==> src/rtl/pipe_hazard_ctrl.sv <==
// Pipeline hazard controller: load-use bubbles, branch flushes, data-memory freeze with timeout.
// Optional stall-cycle performance counter enabled by macro HAZ_PERF_CNT_EN.
module pipe_hazard_ctrl #(
   parameter int REGINDEX    = 5,
   parameter int MEM_TIMEOUT = 16
) (
   input  logic                clk,
   input  logic                rst,
   input  logic [REGINDEX-1:0] id_rs1,
   input  logic [REGINDEX-1:0] id_rs2,
   input  logic                id_use_rs1,
   input  logic                id_use_rs2,
   input  logic [REGINDEX-1:0] ex_rd,
   input  logic                ex_is_load,
   input  logic                ex_regwrite,
   input  logic                ex_branch_taken,
   input  logic                mem_req,
   input  logic                mem_ready,
   output logic                pc_en,
   output logic                ifid_en,
   output logic                idex_en,
   output logic                exmem_en,
   output logic                ifid_flush,
   output logic                idex_flush,
   output logic                mem_err,
   output logic [15:0]         stall_cnt
);

   typedef enum logic [1:0] {RUN, MEMWAIT, ERR} state_t;

   state_t     state, state_nxt;
   logic [7:0] tmo_cnt, tmo_cnt_nxt;
   logic       hazard_ld;
   logic       freeze;

   assign hazard_ld = ex_is_load && ex_regwrite && (ex_rd != '0) &&
                      ((id_use_rs1 && (id_rs1 == ex_rd)) ||
                       (id_use_rs2 && (id_rs2 == ex_rd)));
   assign freeze    = (state != ERR) && mem_req && !mem_ready;

   always_ff @(posedge clk) begin
      if (rst) begin
         state   <= RUN;
         tmo_cnt <= '0;
      end else begin
         state   <= state_nxt;
         tmo_cnt <= tmo_cnt_nxt;
      end
   end

   always_comb begin
      state_nxt   = state;
      tmo_cnt_nxt = tmo_cnt;
      pc_en       = 1'b1;
      ifid_en     = 1'b1;
      idex_en     = 1'b1;
      exmem_en    = 1'b1;
      ifid_flush  = 1'b0;
      idex_flush  = 1'b0;
      mem_err     = 1'b0;

      case (state)
         RUN: begin
            if (freeze) begin
               state_nxt   = MEMWAIT;
               tmo_cnt_nxt = 8'd1;
            end
         end
         MEMWAIT: begin
            if (!freeze) begin
               state_nxt   = RUN;
               tmo_cnt_nxt = '0;
            end else if (tmo_cnt == 8'(MEM_TIMEOUT - 1)) begin
               state_nxt = ERR;
            end else begin
               tmo_cnt_nxt = tmo_cnt + 8'd1;
            end
         end
         default: state_nxt = ERR;
      endcase

      // Response priority: reset/ERR > freeze > branch > load-use > normal.
      if (rst || state == ERR) begin
         pc_en    = 1'b0;
         ifid_en  = 1'b0;
         idex_en  = 1'b0;
         exmem_en = 1'b0;
         mem_err  = !rst;
      end else if (freeze) begin
         pc_en    = 1'b0;
         ifid_en  = 1'b0;
         idex_en  = 1'b0;
         exmem_en = 1'b0;
      end else if (ex_branch_taken) begin
         ifid_flush = 1'b1;
         idex_flush = 1'b1;
      end else if (hazard_ld) begin
         pc_en      = 1'b0;
         ifid_en    = 1'b0;
         idex_flush = 1'b1;
      end
   end

`ifdef HAZ_PERF_CNT_EN
   logic [15:0] perf_cnt;

   always_ff @(posedge clk) begin
      if (rst) begin
         perf_cnt <= '0;
      end else if (!pc_en && perf_cnt != 16'hFFFF) begin
         perf_cnt <= perf_cnt + 16'd1;
      end
   end

   assign stall_cnt = perf_cnt;
`else
   assign stall_cnt = '0;
`endif

endmodule

==> config.mk <==
export PLATFORM = sky130hd
export DESIGN_NAME = pipe_hazard_ctrl
export DESIGN_NICKNAME = d
export VERILOG_FILES = /design/src/rtl/pipe_hazard_ctrl.sv
export SDC_FILE = /design/constraint.sdc
export NUM_CORES = 1
export LEC_CHECK = 0
export CAP_MARGIN = 20
export CORE_MARGIN = 4
export CORE_UTILIZATION = 42
export CTS_CLUSTER_DIAMETER = 200
export CTS_CLUSTER_SIZE = 20
export DETAILED_ROUTE_END_ITERATION = 7
export PLACE_DENSITY = 0.81
export SYNTH_ARGS = -nofsm -noshare
export SYNTH_HDL_FRONTEND = slang
export SYNTH_SLANG_ARGS = --single-unit
==> constraint.sdc <==
create_clock -name clk -period 2.6 [get_ports clk]
set_input_delay 0.52 -clock clk [delete_from_list [all_inputs] [get_ports clk]]
set_output_delay 0.52 -clock clk [all_outputs]
set_load 0.02 [all_outputs]
==> key figures, run 1 <==
Floorplan
  • Die footprint: between 2000 and 3000 um^2
  • # rows: 16
  • Initial Utilization: 45.4%
  • Die width: 54.5 um
  • Core area: around 2000 um^2
  • Chip height: 54.5 um
  • Top Ports: 47

Routing
  • Routed vias/inst: approximately 5.1
  • Final ANT Viol Nets: 0
  • Routed wire length: 2130 um
  • Via count: 906
  • Drt drc: 0
  • Iter 0 DRT Violations: 13
  • Drt pass-1 iters: 4
  • Post-DR wirelength/cell: 12.0 um

Worst setup path
  • Crit path max fanout: 2
  • Reg2reg path depth: 5
  • Crit path max-delay cell type: or4_4
  • CP Cell Sequence: clkdlybuf4s50_1 -> or4_4 -> nor2_4 -> nor3_1 -> a21boi_1 -> buf_4
  • Critical path's top delay family: simple AND/OR/NAND/NOR gates
  • Max stage delay on crit path: 540 ps
  • Critical Path Stages: 6
  • Startpoint Class: input port
  • Crit path DAT: 1990 ps
  • Reg2Reg Setup Slack: 980 ps
  • Worst Setup End Kind: output port
  • Critical path class: in -> out
  • Worst reg2reg path endpoint: tmo_cnt[7]
  • WP buf/inv: 2
  • Crit path from: ex_rd[2]
  • Crit path to: pc_en
  • R2r startpoint: tmo_cnt[0]
  • CP required: 2080 ps

Timing
  • Worst setup margin: between 90 and 100 ps
  • Final Hold Vio Count: 0
  • Final min period: 2510 ps
  • Final Setup Violations: 0
  • Setup Skew: roughly 1.6 ps
  • Period utilization: 96.5%
  • RSZ-0062 raised after global routing: false
  • F_max: ~0.4 GHz
  • Hold_ws: 506 ps
  • Slew Viols, Final: 0

Synth
  • YS warnings: 0
  • Post-synth EDFFs: 0
  • Synth Register Bits: 10
  • Async SR Flop Fraction: 0%
  • Post-Syn Area per Cell: approximately 8.2 um^2
  • Synthesized instance count: 111
  • Netlist cell types: 41
  • Mapped Area: approximately 910 um^2
  • Register area share after synthesis: 22.0%
  • Post-synth top flop: dfxtp_1

Flow run
  • Maxcap violations: 0

Run status
  • Status: finished clean

Power and ir drop
  • Leak pwr: 0.520 nW
  • VDD IR max: 0.000229 V
  • Power per cell area: just over 300 nW/um^2

Global route
  • Largest net degree at the start of global routing: 13
  • Initial antenna violation count: 0
  • Tot GR Track Use: between 10% and 20%
  • First-pass GRT wire length: 3570 um
  • Number of global-route vias before repair: 871
  • Remaining global-route overflow: 0

Placement
  • Placed Cells: 174
  • Gpl congestion: 0.783
  • Place WS: -411 ps
  • Port bufs: 30
  • Placed wire-length estimate: 1770 um
  • Placed Area: 1240 um^2

Clocking
  • CTS Sinks: 10
  • Clk Latency, worst-skew pair: 260 ps
  • CTS buffer count: 3
  • Reg clk slew, reported paths: 60 ps
  • Hold buffers post-CTS: 0
  • Root Driver: clkbuf_4
  • Postcts setup bufs: 0
  • H-tree depth: 1
  • CTS tree: built
  • Clock buffer depth: 2

Final layout
  • Antenna diodes: 0
  • Fin area: 1260 um^2
  • Finished Layout Cells: 177
  • Net count, final: 177
  • Area growth, synth to finish: 38.8%
  • Fraction of layout cells with a size suffix above 1: 18.0%

Min path
  • Hold Crit Class: reg -> reg
-- where the power goes --
| part | leakage, nW | internal (W) | switching (W) |
|---|---|---|---|
| combinational | 0.426 | 0.0000669 | 0.0000632 |
| clock | 0.0138 | 0.0000535 | 0.0000522 |
| sequential | 0.0809 | 0.000155 | 0.00000271 |
-- final cells by class --
type	count	area [um^2]
Inverter	1	3.75
Clock buffer	3	22.5
Tap cell	27	33.8
Sequential cell	10	200
Multi-Input combinational cell	95	631
Fill cell	178	739
Timing Repair Buffer	41	372
-- metal layers --
layer  track usage (%)  wire length [um]  vias to the layer above
met4              9.96                55                        0
met5                 0                 0                        -
met3              6.81               273                        6
met2              28.5              1010                       45
met1              16.3               787                      405
li1                  -                 -                      450
-- through the flow --
step           TNS (ps)  utilization, %  power, W
2_1_floorplan         0               -  0.000245
3_3_place_gp      -1330            61.9  0.000291
3_5_place_dp      -1360            61.9  0.000293
4_1_cts               0            62.1  0.000393
5_1_grt               0            63.1  0.000411
6_report              0            63.1  0.000393
-- cell usage in the layout (no fill, tap or decap), drive strengths merged, types with 2 or more instances in the layout --
| cell type | instances |
|---|---|
| o21ai | 5 |
| clkdlybuf4s50 | 23 |
| a31oi | 5 |
| and3 | 2 |
| a311oi | 2 |
| nor2 | 4 |
| buf | 14 |
| dfxtp | 10 |
| nand4 | 3 |
| dlygate4sd2 | 3 |
| conb | 16 |
| a21oi | 3 |
| a21o | 2 |
| or4 | 2 |
| nor2b | 3 |
| xnor2 | 10 |
| nand3 | 5 |
| nor3 | 2 |
| nand2 | 6 |
| clkbuf | 3 |
| nand2b | 4 |
| nand3b | 4 |
| or3 | 3 |
-- flip-flops by register name, indices dropped and copies added (netlist names) --
register,count
tmo_cnt,8
state,2
-- worst min-delay path by stage --
stage / from / endpoint / slack [ps] / depth (start not counted)
after floorplan: tmo_cnt[1] / tmo_cnt[1] / 470 / 2
after global placement: tmo_cnt[1] / tmo_cnt[1] / 490 / 2
after detailed placement: tmo_cnt[1] / tmo_cnt[1] / 500 / 2
after CTS: tmo_cnt[1] / tmo_cnt[1] / 510 / 2
after global routing: tmo_cnt[1] / tmo_cnt[1] / 520 / 2
final: tmo_cnt[1] / tmo_cnt[1] / 510 / 2
-- cell families after synthesis --
group	Yosys count	share of synthesized area, %
simple gates	45	32.6
mux	1	1.10
buf+inv	21	16.1
flops	10	22.0
xor+xnor	10	9.63
other cells	1	0.412
compound gates	22	16.8
fa+ha+maj	1	1.38
-- tightest hold or removal path, stage by stage, from the launching register on --
cell and delay [ps]:
dfxtp_1 340, nand2b_1 70, mux2i_1 50
-- repair_timing --
action                                  4_1_cts  5_1_grt
endpoints found under the setup margin        6        2
hold endpoints to repair                      0        0
gates resized for setup                      15        6
pin swaps                                     1        2
-- Yosys cell counts (all sizes together) (2+ instances only) --
| cell | n | area share [%] |
|---|---|---|
| nor2 | 4 | 1.9 |
| nor3 | 2 | 1.1 |
| a21o | 2 | 1.7 |
| buf | 18 | 15 |
| nor2b | 3 | 2.1 |
| nand2 | 6 | 2.5 |
| nand3 | 5 | 2.8 |
| dfxtp | 10 | 22 |
| or4 | 2 | 1.7 |
| o21ai | 5 | 3.2 |
| a21oi | 3 | 1.7 |
| nand3b | 4 | 3.3 |
| nand2b | 4 | 2.8 |
| nand4 | 3 | 2.1 |
| and3 | 2 | 1.4 |
| xnor2 | 10 | 9.6 |
| a31oi | 5 | 3.4 |
| clkbuf | 2 | 0.83 |
| a311oi | 2 | 2.6 |
| or3 | 3 | 2.6 |
No activity file was read; power rests on OpenSTA's default activity.
==> run 2: changes to the inputs <==
- CORE_ASPECT_RATIO: not set -> 1.2
==> key figures, run 2 (synthesis gave the netlist of run 1 again) <==
Run status
  • Status: finished clean

Global route
  • Number of global-route vias before repair: 910 (+4.5%)
  • Tot GR Track Use: 15.5% (-0.98 points)
  • Initial antenna violation count: 0 (unchanged)
  • Largest net degree at the start of global routing: 13 (unchanged)
  • Remaining global-route overflow: 0 (unchanged)
  • First-pass GRT wire length: 3530 um (-1.4%)

Timing
  • RSZ-0062 raised after global routing: false
  • Fin Setup TNS: 0 ps (unchanged)
  • Period utilization: 97.0% (+0.46 points)
  • Slew Viols, Final: 0 (unchanged)
  • Final Hold Vio Count: 0 (unchanged)
  • Final min period: 2520 ps (+12.1 ps)
  • Final Setup Violations: 0 (unchanged)
  • F_max: 0.397 GHz (-0.48%)
  • Setup Skew: 1.59 ps (-0.0535 ps)

Routing
  • Drt pass-1 iters: 4 (unchanged)
  • Final ANT Viol Nets: 0 (unchanged)
  • Post-DR wirelength/cell: 12.1 um (+0.51%)
  • Drt drc: 0 (unchanged)
  • Via count: 897 (-0.99%)
  • Iter 0 DRT Violations: 21 (+8)
  • Routed wire length: 2170 um (+1.6%)
  • Routed vias/inst: 5.01 (-2.1%)

Clocking
  • CTS Sinks: 10 (unchanged)
  • Reg clk slew, reported paths: 70 ps (about the same)
  • Hold buffers post-CTS: 0 (unchanged)
  • Postcts setup bufs: 0 (unchanged)
  • CTS tree: built
  • Clk Latency, worst-skew pair: 270 ps (about the same)
  • Root Driver: clkbuf_4
  • Clock buffer depth: 2 (unchanged)
  • H-tree depth: 1 (unchanged)
  • CTS buffer count: 3 (unchanged)

Final layout
  • Biggest regs: tmo_cnt: 8 flops, state: 2 flops
  • Commonest non-fill, non-tap cell in the layout: clkdlybuf4s50_1
  • Largest Register: tmo_cnt
  • Fraction of layout cells with a size suffix above 1: 17.4% (-0.55 points)
  • Area growth, synth to finish: 37.6%
  • Net count, final: 176 (-0.56%)
  • Max reg flops: 8 (unchanged)
  • Most frequent cells in the layout: 24 x clkdlybuf4s50_1, 16 x conb_1, 12 x buf_4
  • Antenna diodes: 0 (unchanged)
  • Finished Layout Cells: 179 (+1.1%)

Placement
  • Gpl congestion: 0.763 (-2.5%)
  • Placed wire-length estimate: 1810 um (+2.0%)
  • Placed Cells: 176 (+1.1%)
  • Port bufs: 30 (unchanged)

Flow run
  • Maxcap violations: 0 (unchanged)

Worst setup path
  • Startpoint Class: input port
  • CP required: 2080 ps (about the same)
  • Reg2reg path depth: 5 (unchanged)
  • Crit path max fanout: 2 (unchanged)
  • Critical path class: in -> out
  • Worst Setup End Kind: output port
  • Crit path DAT: 2000 ps (about the same)

Floorplan
  • Chip height: 59.0 um (+8.2%)
  • Initial Utilization: 43.9% (-1.5 points)
  • Top Ports: 47 (unchanged)
  • Die width: 50.5 um (-7.4%)
  • # rows: 18 (+2)
  • Die footprint: 2980 um^2 (+0.12%)
  • Core area: 2070 um^2 (+3.5%)

Power and ir drop
  • Power per cell area: 318 nW/um^2 (+2.2%)
  • Leak pwr: 0.507 nW (-2.6%)
  • VDD IR max: 0.000219 V (-4.6%)

Min path
  • Hold depth: 2 (unchanged)
  • Hold Crit Class: reg -> reg
## run 2: changes by cell type in the layout (fill, tap and decap cells not counted), sizes merged
cell           previous run  this run
clkdlybuf4s50            23        24
buf                      14        13
dlymetal6s2s              1         0
## run 2: final timing paths
| check | start | end | slack [ps] |
|---|---|---|---|
| max | ex_rd[1] | idex_flush | 80 |
| min | tmo_cnt[1] | tmo_cnt[1] | 530 |
| max reg2reg | tmo_cnt[0] | tmo_cnt[7] | 950 |
| min reg2reg | tmo_cnt[1] | tmo_cnt[1] | 530 |
## run 2: through the flow
step                      total power [W]  area, um^2  util, %  setup slack (ps)  hold WS [ps]
after detailed placement         0.000292        1240     59.7              -420           519
after global placement           0.000290        1240     59.7              -395           493
after floorplan                  0.000245         966        -              59.4           474
final                            0.000398        1250     60.4              79.1           527
after CTS                        0.000395        1250     60.5              -104           528
after global routing             0.000416        1250     60.4              3.95           562
## run 2: metal layers
metal  part of all wire [%]  global-route usage [%]  vias to the layer above
li1                       -                       -                      448
met1                     36                    14.6                      410
met2                     53                    28.9                       35
met3                    8.8                    5.04                        4
met4                    2.0                    9.23                        0
met5                      0                       0                        -
## run 2: worst max-delay path, stage by stage
cell             delay [ps]
clkdlybuf4s50_1         420
or4_4                   540
nor2_2                  120
nor3b_1                  70
a21o_1                  180
buf_2                   150
## run 2: area by class of cell
type	count	area, um^2
clock buffers	3	22.5
fillers	196	821
inverters	1	3.75
multi-input cells	95	626
flip-flops and latches	10	200
well taps	30	37.5
repair buffers	40	362
## run 2: where the power goes
group / internal (W) / switching, W / leakage [nW] / total (W)
sequential: 0.000155 / 0.00000280 / 0.0809 / 0.000158
clock: 0.0000536 / 0.0000588 / 0.0138 / 0.000112
combinational: 0.0000661 / 0.0000625 / 0.412 / 0.000129
total: 0.000274 / 0.000124 / 0.507 / 0.000398
## run 2: timing repair
action,4_1_cts,5_1_grt
setup endpoints to repair,6,2
pin swaps,0,1
gates resized for setup,11,8
